<file path="config.mk">
export PLATFORM = sky130hd
export DESIGN_NAME = pin_filter_flat
export DESIGN_NICKNAME = d
export VERILOG_FILES = /design/src/rtl/pin_filter_if.sv /design/src/rtl/pin_filter.sv /design/src/flat_wrapper.sv
export SDC_FILE = /design/constraint.sdc
export NUM_CORES = 1
export LEC_CHECK = 0
export CAP_MARGIN = 20
export CORE_ASPECT_RATIO = 0.75
export CORE_MARGIN = 2
export CORE_UTILIZATION = 45
export CTS_CLUSTER_DIAMETER = 200
export DETAILED_ROUTE_END_ITERATION = 16
export PLACE_DENSITY = 0.89
export SETUP_SLACK_MARGIN = 0.4
export SKIP_CTS_REPAIR_TIMING = 1
export SLEW_MARGIN = 20
export SYNTH_ARGS = -nofsm -noshare
export SYNTH_HDL_FRONTEND = slang
export SYNTH_SLANG_ARGS = --single-unit
</file>
<file path="constraint.sdc">
create_clock -name clk_cog -period 1.9 [get_ports clk_cog]
set_input_delay 0.19 -clock clk_cog [delete_from_list [all_inputs] [get_ports clk_cog]]
set_output_delay 0.19 -clock clk_cog [all_outputs]
set_load 0.02 [all_outputs]
</file>
<file path="src/rtl/pin_filter_if.sv">
// pin_filter_if: groups the pad-sample, filtered-pin, edge-flag and clear signals
// of pin_filter. The slave modport is the filter itself. The master modport is the
// side that supplies raw pads and the clear strobe and consumes the results.
interface pin_filter_if #(
  parameter int WIDTH = 32
);
  logic [WIDTH-1:0] pin_raw;
  logic [WIDTH-1:0] pin_in;
  logic [WIDTH-1:0] rise_pend;
  logic [WIDTH-1:0] fall_pend;
  logic             clr_stb;
  logic [WIDTH-1:0] clr_mask;
  logic             evt;

  modport master (
    output pin_raw,
    output clr_stb,
    output clr_mask,
    input  pin_in,
    input  rise_pend,
    input  fall_pend,
    input  evt
  );

  modport slave (
    input  pin_raw,
    input  clr_stb,
    input  clr_mask,
    output pin_in,
    output rise_pend,
    output fall_pend,
    output evt
  );
endinterface

</file>
<file path="src/rtl/pin_filter.sv">
// pin_filter: input conditioner for the I/O pins.
// Raw pad values pass through a SYNC_STAGES-deep synchronizer. A per-pin glitch
// filter then requires FILT_LEN consecutive differing samples before the filtered
// value pin_in follows. Edges of pin_in set sticky rise/fall flags. A masked strobe
// clears these flags, and a set on the same edge as a clear wins.
// Build option: define P1V_PIN_FILTER_EN to build the glitch filter. Without it,
// pin_in is a registered copy of the synchronizer output and FILT_LEN is unused.
// Reset (inp_resn) is asynchronous and active low. All state clears to 0.
module pin_filter #(
  parameter int WIDTH       = 32,
  parameter int SYNC_STAGES = 2,
  parameter int FILT_LEN    = 4
) (
  input logic         clk_cog,
  input logic         inp_resn,
  pin_filter_if.slave bus
);

  // Reject configurations that cannot work.
  if (SYNC_STAGES < 2) begin : g_bad_sync
    $error("pin_filter: SYNC_STAGES must be 2 or more");
  end
  if (FILT_LEN < 1) begin : g_bad_filt
    $error("pin_filter: FILT_LEN must be 1 or more");
  end

  logic [WIDTH-1:0] sync_reg [SYNC_STAGES];
  logic [WIDTH-1:0] s_vec;
  logic [WIDTH-1:0] pin_in_reg;
  logic [WIDTH-1:0] pin_next;
  logic [WIDTH-1:0] rise_reg;
  logic [WIDTH-1:0] fall_reg;
  logic [WIDTH-1:0] rise_next;
  logic [WIDTH-1:0] fall_next;
  logic [WIDTH-1:0] clr_eff;
  logic             evt_reg;

  // Synchronizer chain. Stage 0 samples the pads, and the last stage is s.
  always_ff @(posedge clk_cog or negedge inp_resn) begin
    if (!inp_resn) begin
      for (int k = 0; k < SYNC_STAGES; k++) begin
        sync_reg[k] <= '0;
      end
    end else begin
      sync_reg[0] <= bus.pin_raw;
      for (int k = 1; k < SYNC_STAGES; k++) begin
        sync_reg[k] <= sync_reg[k-1];
      end
    end
  end

  assign s_vec = sync_reg[SYNC_STAGES-1];

`ifdef P1V_PIN_FILTER_EN
  localparam int CNT_W = $clog2(FILT_LEN + 1);
  localparam logic [CNT_W-1:0] CNT_LAST = CNT_W'(FILT_LEN - 1);

  for (genvar gi = 0; gi < WIDTH; gi++) begin : g_filt
    logic [CNT_W-1:0] cnt_reg;
    logic             differs;
    logic             accept;

    assign differs      = (s_vec[gi] != pin_in_reg[gi]);
    assign accept       = differs && (cnt_reg == CNT_LAST);
    assign pin_next[gi] = accept ? s_vec[gi] : pin_in_reg[gi];

    // Count consecutive samples where s differs from pin_in. Any agreement, or the
    // accepted change itself, restarts the count, so it never passes CNT_LAST.
    always_ff @(posedge clk_cog or negedge inp_resn) begin
      if (!inp_resn) begin
        cnt_reg <= '0;
      end else if (!differs || accept) begin
        cnt_reg <= '0;
      end else begin
        cnt_reg <= cnt_reg + CNT_W'(1);
      end
    end
  end
`else
  // Without the filter, pin_in follows s one edge later.
  assign pin_next = s_vec;
`endif

  // A flag set (edge on pin_in) overrides a clear on the same bit.
  assign clr_eff   = bus.clr_stb ? bus.clr_mask : '0;
  assign rise_next = (rise_reg & ~clr_eff) | (pin_next & ~pin_in_reg);
  assign fall_next = (fall_reg & ~clr_eff) | (~pin_next & pin_in_reg);

  // Filtered pins, sticky edge flags and the event summary, all registered.
  always_ff @(posedge clk_cog or negedge inp_resn) begin
    if (!inp_resn) begin
      pin_in_reg <= '0;
      rise_reg   <= '0;
      fall_reg   <= '0;
      evt_reg    <= 1'b0;
    end else begin
      pin_in_reg <= pin_next;
      rise_reg   <= rise_next;
      fall_reg   <= fall_next;
      evt_reg    <= |(rise_next | fall_next);
    end
  end

  assign bus.pin_in    = pin_in_reg;
  assign bus.rise_pend = rise_reg;
  assign bus.fall_pend = fall_reg;
  assign bus.evt       = evt_reg;

endmodule

</file>
<file path="src/flat_wrapper.sv">
// flat-port wrapper written by rule: the top's interface ports become plain ports
module pin_filter_flat 
#(
  parameter int WIDTH       = 32,
  parameter int SYNC_STAGES = 2,
  parameter int FILT_LEN    = 4
)
  (clk_cog, inp_resn, bus_pin_raw, bus_clr_stb, bus_clr_mask, bus_pin_in, bus_rise_pend, bus_fall_pend, bus_evt);
  pin_filter_if #(.WIDTH(WIDTH)) bus_i ();
  input logic clk_cog;
  input logic inp_resn;
  input wire logic [$bits(bus_i.pin_raw)-1:0] bus_pin_raw;
  input wire logic [$bits(bus_i.clr_stb)-1:0] bus_clr_stb;
  input wire logic [$bits(bus_i.clr_mask)-1:0] bus_clr_mask;
  output wire logic [$bits(bus_i.pin_in)-1:0] bus_pin_in;
  output wire logic [$bits(bus_i.rise_pend)-1:0] bus_rise_pend;
  output wire logic [$bits(bus_i.fall_pend)-1:0] bus_fall_pend;
  output wire logic [$bits(bus_i.evt)-1:0] bus_evt;
  assign bus_i.pin_raw = bus_pin_raw;
  assign bus_i.clr_stb = bus_clr_stb;
  assign bus_i.clr_mask = bus_clr_mask;
  assign bus_pin_in = bus_i.pin_in;
  assign bus_rise_pend = bus_i.rise_pend;
  assign bus_fall_pend = bus_i.fall_pend;
  assign bus_evt = bus_i.evt;
  pin_filter #(.WIDTH(WIDTH), .SYNC_STAGES(SYNC_STAGES), .FILT_LEN(FILT_LEN)) u_core (.clk_cog(clk_cog), .inp_resn(inp_resn), .bus(bus_i));
endmodule
</file>
==> flow_metrics.py <==
metrics = {
    "floorplanning": {
        "core_sq_um": 11020,
        "die_h_microns": 96.43,
        "io_pins": 164,
        "die_x_microns": 127.2,
        "rows": 33,
        "die_area_sq_um": 12270,
        "start_util_pct": 46.50,
    },
    "synth": {
        "synth-simple-area-share_pct": 5.150,
        "synth_warnings": 0,
        "syn-instance-count": 351,
        "synth_fa_ha_area_share_pct": 0,
        "yosysSeqAreaShare_pct": 78.59,
        "synthTopCellsByCount": "dfrtp_1 (161), inv_1 (70), a2bb2oi_1 (32), nand2_1 (32), a22o_1 (26)",
        "synth_top_area_share_pct": 78.59,
        "yosys_register_bits": 161,
        "synth_edf_count": 0,
        "synth_compound_area_share_pct": 10.79,
        "synth_area_leader_cell": "dfrtp_1",
        "synth_most_common_cell": "dfrtp_1",
        "async_reset_ff_share_pct": 100.0,
        "synth_fp_nets": 418,
        "postSynthAreaPerCell_sq_um": 14.60,
        "ys_top_cells_by_area": "dfrtp_1 (79%), a2bb2oi_1 (5.5%), inv_1 (5.1%)",
        "synth_top_family_by_area": "compound AO/OA/AOI/OAI gates",
        "yosys-mux-area-fraction_pct": 0,
        "syn_area_sq_um": 5126,
        "synth_cell_type_count": 12,
        "synth-main-ff-cell": "dfrtp_1",
        "synth_xor_area_share_pct": 0,
    },
    "timing": {
        "fin_skew_ps": 13.87,
        "max_freq_mhz": 543.2,
        "period_share_pct": 96.89,
        "fin_setup_tns_ps": 0,
        "slew_violations": 0,
        "setup_viol": 0,
        "worst_pin_slew_ps": 342.8,
        "hold_viol": 0,
        "slew_headroom_pct": 77.15,
        "rsz0062_at_grt": "true",
        "worst_slack_ps": 59.14,
        "period_minus_slack_ps": 1841,
    },
    "route": {
        "vias": 3617,
        "drc_errors": 0,
        "viasPerCell": 5.031,
        "postRouteWirelength_microns": 13590,
        "wl_per_cell_microns": 18.90,
        "first_pass_iters": 4,
        "postRouteAntennaNets": 0,
        "dr.first_iter.drc_count": 245,
    },
    "worst_setup_path": {
        "worstReg2RegStart": "u_core.bus.pin_in[18]",
        "worst-setup-path-type": "reg -> reg",
        "arrival_ps": 2100,
        "r2r_end": "u_core.bus.evt",
        "crit_path_end_kind": "flop",
        "crit_required_ps": 2160,
        "cp_max_fo": 3,
        "reg2reg_depth": 4,
        "start_kind": "flop",
        "r2r_slack_ps": 60,
    },
    "clock_network": {
        "clkTransAtPathRegs_ps": 70,
        "cts_buffers": 17,
        "root_buffer": "clkbuf_16",
        "cts_max_path_buffers": 2,
        "htreeDepth": 4,
        "clk_latency_ps": 410,
        "cts_sinks": 161,
        "cts_tree": "yes",
    },
    "pwr": {
        "pwr-share-clk_pct": 42.3,
        "sw_frac_of_total_pct": 23.69,
        "powerDensity_nw_per_um2": 1075,
        "power.leakage_uw": 0.004492,
        "peakVddDrop_uv": 918.9,
        "p_comb_share_pct": 14.1,
        "seqPwrFrac_pct": 43.6,
        "power_switching_uw": 2095,
        "p_int_uw": 6749,
    },
    "min_path": {
        "worstHoldPathType": "in -> reg",
        "whs_endpoint": "u_core.sync_reg[49]",
        "whs_path_depth": 1,
        "min-delay-start": "bus_pin_raw[17]",
    },
    "global_routing": {
        "grt_overflow_total": 0,
        "grt_pass1_wl_microns": 19780,
        "grt_pass1_vias": 3839,
        "grt_max_degree": 55,
        "track_usage_pct": 21.72,
        "antenna_found_initial": 0,
    },
    "final_layout": {
        "final_util_pct": 74.63,
        "final_nets": 633,
        "final_layout_size_suffix_gt1_share_pct": 14.85,
        "final_area_sq_um": 8228,
        "multiInputGateArea_sq_um": 869.6,
        "diodes": 0,
        "areaGrowthSynthToFinish_pct": 60.51,
        "fillers": 644,
        "final-seq-area_sq_um": 4044,
    },
    "place": {
        "portBuffers": 163,
        "dp_hpwl_microns": 9367,
        "postPlaceCellArea_sq_um": 7222,
        "routabilityCongestion": 0.8472,
        "dp_slack_ps": -554.4,
    },
    "run_status": {
        "status": "complete, no violations",
    },
    "job": {
        "maxCapViolCount": 0,
    },
}
metrics by stage:
stage	std cells	hold slack, ps	total power [uW]
6_report	719	221.5	8844
5_1_grt	719	202.3	9155
4_1_cts	715	-329.2	8913
3_5_place_dp	683	107.9	5170
3_3_place_gp	683	109.9	5122
2_1_floorplan	351	-105.6	4357
cells in the final DEF (no fill, tap or decap):
master and count:
a22o_1 26, a22oi_1 5, a22oi_2 1, a2bb2oi_1 31, a2bb2oi_2 1, buf_12 4
buf_4 30, buf_6 1, bufinv_16 5, clkbuf_1 3, clkbuf_16 18, clkbuf_8 3
clkdlybuf4s50_1 64, clkinv_2 1, clkinv_4 1, clkinvlp_4 1, dfrtp_1 149, dfrtp_2 12
dlygate4sd3_1 1, dlymetal6s2s_1 98, inv_1 69, inv_2 1, inv_6 1, nand2_1 32
nand4_1 10, nor4_2 3, nor4_4 1, or4_1 5, or4_4 1, or4bb_4 1
how the worst max path moves through the flow:
stage	startpoint	to	slack, ps	cells past startpoint
global route	u_core.bus.pin_in[28]	u_core.bus.evt	-30	5
CTS	bus_clr_stb	u_core.bus.evt	-130	8
detailed placement	bus_clr_stb	u_core.bus.evt	-550	8
floorplan	u_core.bus.pin_in[18]	u_core.bus.evt	250	4
finish	u_core.bus.pin_in[18]	u_core.bus.evt	60	4
global placement	bus_clr_stb	u_core.bus.evt	-570	7
power groups by stage:
stage | logic, uW | registers, uW | clock network [uW]
floorplan | 240 | 4120 | 0
global placement | 1230 | 3900 | 0
detailed placement | 1260 | 3910 | 0
CTS | 1270 | 3860 | 3780
global route | 1330 | 3880 | 3950
finish | 1250 | 3860 | 3740
critical path, stage by stage, from the launching register on:
cell and delay [ps]:
dfrtp_2 410, a22o_1 250, or4_1 580, nor4_2 330, nand4_1 120
layer usage:
layer  wire (microns)  global-route usage [%]  vias to the layer above
met4              155                   6.410                        0
met2             6970                   35.75                      128
met3              829                   6.993                       15
met5                0                       0                        -
met1             5634                   28.22                     1859
li1                 -                       -                     1615
kinds of logic (layout without fill, tap and decap cells):
family | after synthesis | count (layout)
AO/OA/AOI/OAI | 64 | 64
flip-flops | 161 | 161
AND/OR/NAND/NOR | 53 | 53
buffers and inverters | 73 | 301
final cells by class:
class / count / area share (%)
clock inverters: 9 / 2.190
clock buffers: 23 / 5.809
well taps: 140 / 2.129
repair buffers: 199 / 26.96
multi-input cells: 117 / 10.57
flip-flops and latches: 161 / 49.15
inverters: 70 / 3.193
(Power assumes the default switching activity.)
